File: src/rtl/ddr5_cmd_responder.sv
// DDR5 DIMM-side command responder.
// Accepts the scheduler's two-cycle command stream (ACT0/ACT1, RD0/RD1,
// WR0/WR1, single-cycle PRE), tracks per-bank open state and timestamps,
// flags protocol and timing violations, and returns a read-valid pulse
// TCAS cycles after every accepted RD0.
module ddr5_cmd_responder #(
    parameter int unsigned TRCD      = 39,
    parameter int unsigned TRAS      = 76,
    parameter int unsigned TRP       = 39,
    parameter int unsigned TRRD_L    = 12,
    parameter int unsigned TRRD_S    = 8,
    parameter int unsigned TCAS      = 40,
    parameter int unsigned RDQ_DEPTH = 4
) (
    input  logic        clock,
    input  logic        reset_n,
    input  logic        cmd_valid,
    input  logic [2:0]  cmd_code,
    input  logic [3:0]  cmd_core,
    input  logic [2:0]  cmd_bg,
    input  logic [1:0]  cmd_ba,
    input  logic [15:0] cmd_row,
    input  logic [9:0]  cmd_col,
    output logic        rd_valid,
    output logic [3:0]  rd_core,
    output logic [2:0]  rd_bg,
    output logic [1:0]  rd_ba,
    output logic [9:0]  rd_col,
    output logic        err_valid,
    output logic [3:0]  err_code,
    output logic [31:0] bank_open
);

    localparam logic [2:0] CMD_ACT0 = 3'd0;
    localparam logic [2:0] CMD_RD0  = 3'd2;
    localparam logic [2:0] CMD_WR0  = 3'd4;
    localparam logic [2:0] CMD_PRE  = 3'd6;

    localparam logic [3:0] ERR_ACT_OPEN  = 4'd1;
    localparam logic [3:0] ERR_TRP       = 4'd2;
    localparam logic [3:0] ERR_TRRD      = 4'd3;
    localparam logic [3:0] ERR_PAIRING   = 4'd4;
    localparam logic [3:0] ERR_CAS_CLOSE = 4'd5;
    localparam logic [3:0] ERR_TRCD      = 4'd6;
    localparam logic [3:0] ERR_TRAS      = 4'd7;
    localparam logic [3:0] ERR_RDQ_FULL  = 4'd8;

    localparam int QW = (RDQ_DEPTH > 1) ? $clog2(RDQ_DEPTH) : 1;
    localparam logic [QW:0] Q_FULL = (QW+1)'(RDQ_DEPTH);

    typedef enum logic [1:0] {
        ST_IDLE,
        ST_GAP,
        ST_EXPECT
    } state_t;

    state_t state_reg, state_next;

    logic [31:0] now_reg;
    logic [31:0] bank_open_reg;

    // First half of the pair in flight, plus the cycle it arrived on
    logic [2:0]  cap_code_reg;
    logic [3:0]  cap_core_reg;
    logic [2:0]  cap_bg_reg;
    logic [1:0]  cap_ba_reg;
    logic [15:0] cap_row_reg;
    logic [9:0]  cap_col_reg;
    logic [31:0] cap_t_reg;

    // Per-bank timestamps with their valid bits
    logic [31:0] act0_stamp [0:31];
    logic [31:0] act1_stamp [0:31];
    logic [31:0] pre_stamp  [0:31];
    logic [15:0] open_row   [0:31];
    logic [31:0] act0_vld_reg;
    logic [31:0] act1_vld_reg;
    logic [31:0] pre_vld_reg;

    // Most recent committed ACT anywhere, for tRRD
    logic [31:0] last_act_reg;
    logic [2:0]  last_bg_reg;
    logic        last_vld_reg;

    logic        err_valid_reg;
    logic [3:0]  err_code_reg;

    // Read return queue
    logic [3:0]  q_core [0:RDQ_DEPTH-1];
    logic [2:0]  q_bg   [0:RDQ_DEPTH-1];
    logic [1:0]  q_ba   [0:RDQ_DEPTH-1];
    logic [9:0]  q_col  [0:RDQ_DEPTH-1];
    logic [31:0] q_due  [0:RDQ_DEPTH-1];
    logic [QW-1:0] head_reg, tail_reg;
    logic [QW:0]   count_reg;

    logic [4:0]  cmd_idx, cap_idx;
    logic [31:0] since_pre, since_act0, since_act1, since_last;
    logic        fail_open, fail_trp, fail_trrd, fail_closed, fail_trcd, fail_tras;
    logic        pair_match;
    logic        q_pop, q_room;
    logic        do_capture, do_act, do_pre, do_push;
    logic        err_set;
    logic [3:0]  err_set_code;

    function automatic logic [QW-1:0] ptr_inc(input logic [QW-1:0] p);
        if (p == QW'(RDQ_DEPTH - 1))
            return '0;
        else
            return p + 1'b1;
    endfunction

    assign cmd_idx = {cmd_bg, cmd_ba};
    assign cap_idx = {cap_bg_reg, cap_ba_reg};

    // Elapsed times are modulo 2^32; an invalid stamp never fails a check
    assign since_pre  = now_reg - pre_stamp[cmd_idx];
    assign since_act0 = now_reg - act0_stamp[cmd_idx];
    assign since_act1 = now_reg - act1_stamp[cmd_idx];
    assign since_last = now_reg - last_act_reg;

    assign fail_open   = bank_open_reg[cmd_idx];
    assign fail_closed = !bank_open_reg[cmd_idx];
    assign fail_trp    = pre_vld_reg[cmd_idx]  && (since_pre  < TRP);
    assign fail_trcd   = act1_vld_reg[cmd_idx] && (since_act1 < TRCD);
    assign fail_tras   = act0_vld_reg[cmd_idx] && (since_act0 < TRAS);
    assign fail_trrd   = last_vld_reg &&
                         (since_last < ((cmd_bg == last_bg_reg) ? TRRD_L : TRRD_S));

    assign pair_match = cmd_valid &&
                        (cmd_code == cap_code_reg + 3'd1) &&
                        (cmd_bg   == cap_bg_reg) &&
                        (cmd_ba   == cap_ba_reg) &&
                        (cmd_core == cap_core_reg);

    // The head read returns exactly when its due time arrives
    assign q_pop  = (count_reg != '0) && (q_due[head_reg] == now_reg);
    assign q_room = (count_reg < Q_FULL) || q_pop;

    // Pairing FSM: next state, commit strobes and error selection
    always_comb begin
        state_next   = state_reg;
        do_capture   = 1'b0;
        do_act       = 1'b0;
        do_pre       = 1'b0;
        do_push      = 1'b0;
        err_set      = 1'b0;
        err_set_code = '0;
        case (state_reg)
            ST_IDLE: begin
                if (cmd_valid) begin
                    case (cmd_code)
                        CMD_ACT0: begin
                            if (fail_open) begin
                                err_set      = 1'b1;
                                err_set_code = ERR_ACT_OPEN;
                            end else if (fail_trp) begin
                                err_set      = 1'b1;
                                err_set_code = ERR_TRP;
                            end else if (fail_trrd) begin
                                err_set      = 1'b1;
                                err_set_code = ERR_TRRD;
                            end else begin
                                do_capture = 1'b1;
                                state_next = ST_GAP;
                            end
                        end
                        CMD_RD0, CMD_WR0: begin
                            if (fail_closed) begin
                                err_set      = 1'b1;
                                err_set_code = ERR_CAS_CLOSE;
                            end else if (fail_trcd) begin
                                err_set      = 1'b1;
                                err_set_code = ERR_TRCD;
                            end else begin
                                do_capture = 1'b1;
                                state_next = ST_GAP;
                            end
                        end
                        CMD_PRE: begin
                            // PRE to a closed bank is a silent no-op
                            if (fail_open) begin
                                if (fail_tras) begin
                                    err_set      = 1'b1;
                                    err_set_code = ERR_TRAS;
                                end else begin
                                    do_pre = 1'b1;
                                end
                            end
                        end
                        default: begin
                            err_set      = 1'b1;
                            err_set_code = ERR_PAIRING;
                        end
                    endcase
                end
            end
            ST_GAP: begin
                if (cmd_valid) begin
                    err_set      = 1'b1;
                    err_set_code = ERR_PAIRING;
                    state_next   = ST_IDLE;
                end else begin
                    state_next = ST_EXPECT;
                end
            end
            ST_EXPECT: begin
                state_next = ST_IDLE;
                if (pair_match) begin
                    if (cap_code_reg == CMD_ACT0) begin
                        do_act = 1'b1;
                    end else if (cap_code_reg == CMD_RD0) begin
                        if (q_room) begin
                            do_push = 1'b1;
                        end else begin
                            err_set      = 1'b1;
                            err_set_code = ERR_RDQ_FULL;
                        end
                    end
                end else begin
                    err_set      = 1'b1;
                    err_set_code = ERR_PAIRING;
                end
            end
            default: state_next = ST_IDLE;
        endcase
    end

    // State register, cycle counter and registered error pulse
    always_ff @(posedge clock or negedge reset_n) begin
        if (!reset_n) begin
            state_reg     <= ST_IDLE;
            now_reg       <= '0;
            err_valid_reg <= 1'b0;
            err_code_reg  <= '0;
        end else begin
            state_reg     <= state_next;
            now_reg       <= now_reg + 32'd1;
            err_valid_reg <= err_set;
            err_code_reg  <= err_set ? err_set_code : 4'd0;
        end
    end

    // Capture the first half of a pair
    always_ff @(posedge clock or negedge reset_n) begin
        if (!reset_n) begin
            cap_code_reg <= '0;
            cap_core_reg <= '0;
            cap_bg_reg   <= '0;
            cap_ba_reg   <= '0;
            cap_row_reg  <= '0;
            cap_col_reg  <= '0;
            cap_t_reg    <= '0;
        end else if (do_capture) begin
            cap_code_reg <= cmd_code;
            cap_core_reg <= cmd_core;
            cap_bg_reg   <= cmd_bg;
            cap_ba_reg   <= cmd_ba;
            cap_row_reg  <= cmd_row;
            cap_col_reg  <= cmd_col;
            cap_t_reg    <= now_reg;
        end
    end

    // Bank open bits and timestamp valid flags
    always_ff @(posedge clock or negedge reset_n) begin
        if (!reset_n) begin
            bank_open_reg <= '0;
            act0_vld_reg  <= '0;
            act1_vld_reg  <= '0;
            pre_vld_reg   <= '0;
            last_act_reg  <= '0;
            last_bg_reg   <= '0;
            last_vld_reg  <= 1'b0;
        end else begin
            if (do_act) begin
                bank_open_reg[cap_idx] <= 1'b1;
                act0_vld_reg[cap_idx]  <= 1'b1;
                act1_vld_reg[cap_idx]  <= 1'b1;
                last_act_reg           <= cap_t_reg;
                last_bg_reg            <= cap_bg_reg;
                last_vld_reg           <= 1'b1;
            end
            if (do_pre) begin
                bank_open_reg[cmd_idx] <= 1'b0;
                pre_vld_reg[cmd_idx]   <= 1'b1;
            end
        end
    end

    // Per-bank timestamp and row storage; qualified by the valid flags
    always_ff @(posedge clock) begin
        if (do_act) begin
            act0_stamp[cap_idx] <= cap_t_reg;
            act1_stamp[cap_idx] <= cap_t_reg + 32'd2;
            open_row[cap_idx]   <= cap_row_reg;
        end
        if (do_pre) begin
            pre_stamp[cmd_idx] <= now_reg;
        end
    end

    // Read queue pointers and occupancy
    always_ff @(posedge clock or negedge reset_n) begin
        if (!reset_n) begin
            head_reg  <= '0;
            tail_reg  <= '0;
            count_reg <= '0;
        end else begin
            if (do_push)
                tail_reg <= ptr_inc(tail_reg);
            if (q_pop)
                head_reg <= ptr_inc(head_reg);
            case ({do_push, q_pop})
                2'b10:   count_reg <= count_reg + 1'b1;
                2'b01:   count_reg <= count_reg - 1'b1;
                default: count_reg <= count_reg;
            endcase
        end
    end

    // Read queue payload, written at the RD1 edge
    always_ff @(posedge clock) begin
        if (do_push) begin
            q_core[tail_reg] <= cap_core_reg;
            q_bg[tail_reg]   <= cap_bg_reg;
            q_ba[tail_reg]   <= cap_ba_reg;
            q_col[tail_reg]  <= cap_col_reg;
            q_due[tail_reg]  <= cap_t_reg + TCAS;
        end
    end

    assign rd_valid  = q_pop;
    assign rd_core   = q_pop ? q_core[head_reg] : 4'd0;
    assign rd_bg     = q_pop ? q_bg[head_reg]   : 3'd0;
    assign rd_ba     = q_pop ? q_ba[head_reg]   : 2'd0;
    assign rd_col    = q_pop ? q_col[head_reg]  : 10'd0;
    assign err_valid = err_valid_reg;
    assign err_code  = err_code_reg;
    assign bank_open = bank_open_reg;

endmodule

File: config.mk
export PLATFORM = sky130hd
export DESIGN_NAME = ddr5_cmd_responder
export DESIGN_NICKNAME = d
export VERILOG_FILES = /design/src/rtl/ddr5_cmd_responder.sv
export SDC_FILE = /design/constraint.sdc
export NUM_CORES = 2
export LEC_CHECK = 0
export ABC_AREA = 1
export CORE_MARGIN = 3
export CORE_UTILIZATION = 45
export CTS_BUF_LIST = sky130_fd_sc_hd__clkbuf_4 sky130_fd_sc_hd__clkbuf_8
export CTS_CLUSTER_DIAMETER = 100
export CTS_CLUSTER_SIZE = 30
export DETAILED_ROUTE_END_ITERATION = 16
export PLACE_DENSITY = 0.71
export RECOVER_POWER = 50
export SYNTH_ARGS = -nofsm -noshare
export SYNTH_HDL_FRONTEND = slang
export SYNTH_SLANG_ARGS = --single-unit
File: constraint.sdc
create_clock -name clock -period 11.8 [get_ports clock]
set_input_delay 2.36 -clock clock [delete_from_list [all_inputs] [get_ports clock]]
set_output_delay 2.36 -clock clock [all_outputs]
set_load 0.05 [all_outputs]
Word level (Yosys, flattened, before mapping)
Memories as Yosys holds them, arrays and structs flattened.
Index checks and enable logic that the tools add are counted.
Storage, ports and cells
  register bits after elaboration: 264
  bits in writable memories: 3276
  input port bits: 41
  output and inout port bits: 57
  word-level logic and storage cells: 186
  memories: 8
Cells by class
  add/sub/neg operators: 12
  $lt $le $gt $ge: 9
  eq/ne operators: 23
  multiplexer cells: 89
  bitwise gates (word level): 6
  reduce and logical (&&, ||, !) cells: 19
Memories
  act0_stamp: depth 32, width 32, rd ports 1, clocked after Yosys merged registers in 0, wr ports 1, RTL line 72  | logic [31:0] act0_stamp [0:31];
  act1_stamp: depth 32, width 32, rd ports 1, clocked after Yosys merged registers in 0, wr ports 1, RTL line 73  | logic [31:0] act1_stamp [0:31];
  pre_stamp: depth 32, width 32, rd ports 1, clocked after Yosys merged registers in 0, wr ports 1, RTL line 74  | logic [31:0] pre_stamp [0:31];
  q_due: depth 4, width 32, rd ports 1, clocked after Yosys merged registers in 0, wr ports 1, RTL line 93  | logic [31:0] q_due [0:RDQ_DEPTH-1];
  q_col: depth 4, width 10, rd ports 1, clocked after Yosys merged registers in 0, wr ports 1, RTL line 92  | logic [9:0] q_col [0:RDQ_DEPTH-1];
  q_core: depth 4, width 4, rd ports 1, clocked after Yosys merged registers in 0, wr ports 1, RTL line 89  | logic [3:0] q_core [0:RDQ_DEPTH-1];
  2 more memories
Operators with widths (count)
  $or A32 B32 Y32: 4
  $sub A32 B32 Y32: 4
  $lt A32 B6 Y1 const B: 2
  $mux W32: 2
  $mux W1: 45
  $add A32 B1 Y32 const B: 1
  $add A32 B2 Y32 const B: 1
  $add A32 B6 Y32 const B: 1
  $and A32 B32 Y32: 1
  $eq A32 B32 Y1: 1
  $lt A32 B4 Y1: 1
  $lt A32 B7 Y1 const B: 1
  $not A32 Y32: 1
  $mux W4: 7
  $mux W2: 13
  $pmux W4 S3: 2
  $mux W3: 7
  $bmux W1 S5: 4
  $ne A3 B3 Y1 const B: 5
  $lt A5 B6 Y1 const B: 2
  $logic_and A1 B1 Y1: 11
  $demux W1 S5: 2
  $ge A5 B1 Y1 const B: 2
  $mux W10: 1
  24 further kinds: 37

Logic depth before layout (Yosys ltp)
  word-level depth: 11
  mapped depth: 36
  gate-level depth less buffers: 29

Worst setup path after synthesis
No wires, ideal clock.
  path type: input-to-reg
  from: in cmd_ba[1]
  to: reg act0_vld_reg[5]
  setup time: 0.092 ns
  arrival: 8.684 ns
  setup slack: 3.024 ns
  stages: 12
  cells stage by stage: buf_2 -> buf_1 -> xor2_1 -> nor3_1 -> nand4_1 -> nor2_1 -> nand4_1 -> nor2_1 -> nand2_1 -> buf_2 -> nor3_1 -> or2_2
On the way
  cells in the longest elaborated chain, start to end: 5
RTL lines
  start: declaration: RTL line 21  | input logic [1:0] cmd_ba,
  $eq A2 B2 Y1: RTL line 133  | (cmd_ba == cap_ba_reg) &&
  $logic_and A1 B1 Y1: RTL line 132  | (cmd_bg == cap_bg_reg) &&
  $logic_and A1 B1 Y1: RTL line 133
  $mux W1: RTL line 209  | if (pair_match) begin
  $mux W1: RTL line 149  | case (state_reg)
  end signal: assignment: RTL line 269  | act0_vld_reg <= '0;
  end signal: indexed assignment: RTL line 278  | act0_vld_reg[cap_idx] <= 1'b1;
  end: declaration: RTL line 76  | logic [31:0] act0_vld_reg;
No other way between the ends.
A chain may end at the register's enable or synchronous reset.

Worst setup path in the final report
  from: in cmd_ba[0]
  to: mem act1_stamp[12][29], enable pin
On the way
  cells in the longest elaborated chain, start to end: 7
RTL lines
  $eq A2 B2 Y1: RTL line 133
  $logic_and A1 B1 Y1: RTL line 132
  $logic_and A1 B1 Y1: RTL line 133
  $mux W1: RTL line 209
  $mux W1: RTL line 149
  $mux W1: RTL line 293  | if (do_act) begin
  $mux W1
  end: declaration: RTL line 73
No other way between the ends.

==> run_results.csv <==
group,metric,value,unit
floorplanning,core.rowCount,205,
yosys,synth_xor_area_share,0.733,%
floorplanning,start_util,45.4,%
pwr,clkPwrFrac,24.0,%
grt,grt_util_all_layers,26.5,%
floorplanning,die_y,568,microns
placement,place_area,0.150,sq mm
critical_path,cp.arrival,10.30,ns
yosys,synth_edf_count,3244,
clock_network,cts_buffer_depth,4,
grt,grt_pass1_vias,88800,
layout,fin_area,0.152,sq mm
yosys,yosys.area.top_type_share,68.5,%
clock_network,cts_buffers,145,
floorplanning,die_w,568,microns
sta,fin_setup_tns,0,ns
route,drt-initial-drc-count,14400,
clock_network,cts_root_buf,"clkbuf_8",
worst_hold_path,min_path_cells,2,
status,violations,"capacitance limit, slew limit",
sta,max_freq,104,MHz
placement,place_congestion,0.949,
clock_network,path_clk_slew,0.18,ns
sta,finalCriticalPeriod,9.64,ns
pwr,switching_power,4.52,mW
yosys,yosysTopAreaCell,"edfxtp_1",
sta,hold_viol,0,
yosys,async_flop_share,7.53,%
layout,final_cells,14900,
sta,slew-limit-headroom,-326,%
layout,drive_gt1_share,6.08,%
yosys,muxShareOfSynthArea,0,%
floorplanning,core_area,0.313,sq mm
critical_path,crit_path_max_fanout,49,
yosys,ys_warn_count,0,
yosys,synth-compound-area-share,12.1,%
pwr,p_seq_share,69.1,%
yosys,syn_avg_cell_area,13.3,sq um
pwr,swShare,22.9,%
pwr,p_leak,52.2,nW
sta,maxSlewViolCount,3123,
sta,setup_viol,0,
floorplanning,ioPinCount,98,
yosys,synthAdderAreaFrac,1.23,%
route,dr.pass1.iters,6,
yosys,ys_seq_area_share,73.2,%
critical_path,worstRegToRegCells,20,
sta,rsz0062_at_grt,"no",
yosys,syn_area,0.142,sq mm
sta,tightest_slew,6.39,ns
yosys,synth_top_family_by_area,"compound AO/OA/AOI/OAI gates",
placement,place_hpwl,255,mm
grt,grt_max_degree,159,
pwr,ir_worst_vdd,0.000113,V
clock_network,clkLatencyLatePin,1.05,ns
yosys,synthCells,10700,
sta,final.setup_skew,0.0812,ns
worst_hold_path,hold_class,"reg -> reg",
floorplanning,die_area,0.323,sq mm
route,avgViaCountPerCell,6.27,
route,drc,0,
yosys,ys_top_cells_by_area,"edfxtp_1 69%, a22oi_1 7.8%, dfrtp_1 4.6%",
clock_network,cts.repair.resized,0,
clock_network,cts_max_level,4,
grt,grt_pass1_wl,626,mm
critical_path,cp-start-kind,"primary input",
sta,fin_crit_sh,81.7,%
layout,top_regs,"act0_stamp x1024, pre_stamp x1024, act1_stamp x992",
yosys,synth_nets,10800,
clock_network,postCtsSetupBuffers,0,
yosys,ys_ff_latch,3508,
critical_path,endpoint_kind,"register",
layout,syn_to_final_growth,6.76,%
clock_network,cts_tree,"yes",
pwr,p_int,15.2,mW
yosys,yosys.area_share.simple,9.58,%
route,avgRoutedWirePerCell,29.7,microns
status,outcome,"complete, but fails checks",
placement,place_inst,14700,
layout,layout.nets,10800,
clock_network,clock_sinks,3508,
yosys,synth_common_cells,"3244 x edfxtp_1, 1708 x nand2_1, 1472 x a22oi_1, 895 x a21oi_1, 608 x inv_1",
route,wl,442,mm
pwr,p_per_area,130,mW/mm^2
yosys,synthDistinctLibCells,60,
critical_path,cp.required,12.46,ns
run,cap_viol_max_count,86,
pwr,comb_power_share,6.9,%
clock_network,cts_hold_buf,0,
critical_path,critical_path_class,"in -> reg",
route,num_vias,93200,
placement,numPortBuffers,81,
grt,antenna_found_initial,12,
yosys,synthFlopType,"edfxtp_1",
route,ant_nets,0,
yosys,synth_most_common_cell,"edfxtp_1",
grt,grt_overflow,0,
[worst paths after layout]
path | startpoint | slack (ns) | to
min in group asynchronous | reset_n | 3.64 | cap_col_reg[1]
max in group asynchronous | reset_n | 3.76 | head_reg[0]
min | act1_vld_reg[2] | 0.47 | act1_vld_reg[2]
max | cmd_ba[0] | 2.16 | act1_stamp[12][29]
max reg2reg | now_reg[16] | 4.37 | pre_stamp[25][5]
min reg2reg | act1_vld_reg[2] | 0.47 | act1_vld_reg[2]
[power groups by stage]
| stage | clock network [mW] | logic, mW | registers (mW) |
|---|---|---|---|
| 4_1_cts | 4.76 | 1.34 | 13.6 |
| 3_3_place_gp | 0 | 1.31 | 13.9 |
| 3_5_place_dp | 0 | 1.33 | 13.9 |
| 5_1_grt | 5.15 | 1.45 | 13.6 |
| 2_1_floorplan | 0 | 0.754 | 13.9 |
| 6_report | 4.74 | 1.35 | 13.6 |
[stage by stage]
| step | setup WS, ns | power [mW] | hold WS [ns] | util (%) |
|---|---|---|---|---|
| 6_report | 2.16 | 19.7 | 0.475 | 48.5 |
| 5_1_grt | 1.85 | 20.2 | 0.491 | 48.5 |
| 4_1_cts | 2.84 | 19.7 | 0.473 | 48.6 |
| 3_5_place_dp | 1.79 | 15.2 | 0.435 | 47.8 |
| 3_3_place_gp | 1.84 | 15.2 | 0.431 | 47.8 |
| 2_1_floorplan | 3.02 | 14.7 | 0.418 | - |
[cell families (layout without fill, tap and decap cells)]
kind of cell,Yosys count,after routing
XOR/XNOR,119,119
adder cells (fa/ha/maj),138,138
AND/OR/NAND/NOR,3098,3098
AO/OA/AOI/OAI,2648,2648
buffers and inverters,1156,1199
flip-flops,3508,3508
other,0,15
[cell usage in the layout, fill, tap and decap left out, drive strengths merged, types with 135 or more instances in the layout]
master | synthesis | final
buf | 150 | 219
ha | 135 | 135
nand2 | 1714 | 1714
nor4 | 149 | 149
o21ai | 162 | 162
nand3 | 281 | 281
inv | 623 | 627
edfxtp | 3244 | 3244
a22oi | 1472 | 1472
nor2 | 514 | 514
dfrtp | 264 | 264
clkbuf | 381 | 265
a21oi | 895 | 895
[critical path: stages]
cell and delay [ns]:
buf_4 0.25, inv_1 0.21, clkbuf_1 2.15, nor2_1 0.17, nor3_1 0.29, nand4_1 0.10
nor2_1 0.09, nand4_1 0.15, nor2_1 0.23, nand2_2 0.63, inv_1 1.08, nand2_1 0.55
nor2_4 0.31, buf_4 0.71, buf_4 0.83
[routing by layer]
metal	GRT usage (%)	vias up	routed length [microns]
met2	41.2	5980	202000
met5	0	-	34
met3	5.04	784	51100
li1	-	39700	-
met4	10.1	4	18500
met1	37.1	46700	171000
[cell type report]
type,count,area [sq um]
fill,26400,161000
sequential,3508,104000
multi-input combinational,6003,34400
tap,4140,5180
timing repair buffer,385,3350
inverter,625,2390
clock buffer,177,2250
clock inverter,12,153
antenna,15,37.5
Note: power is estimated with default switching activity, not from simulation.
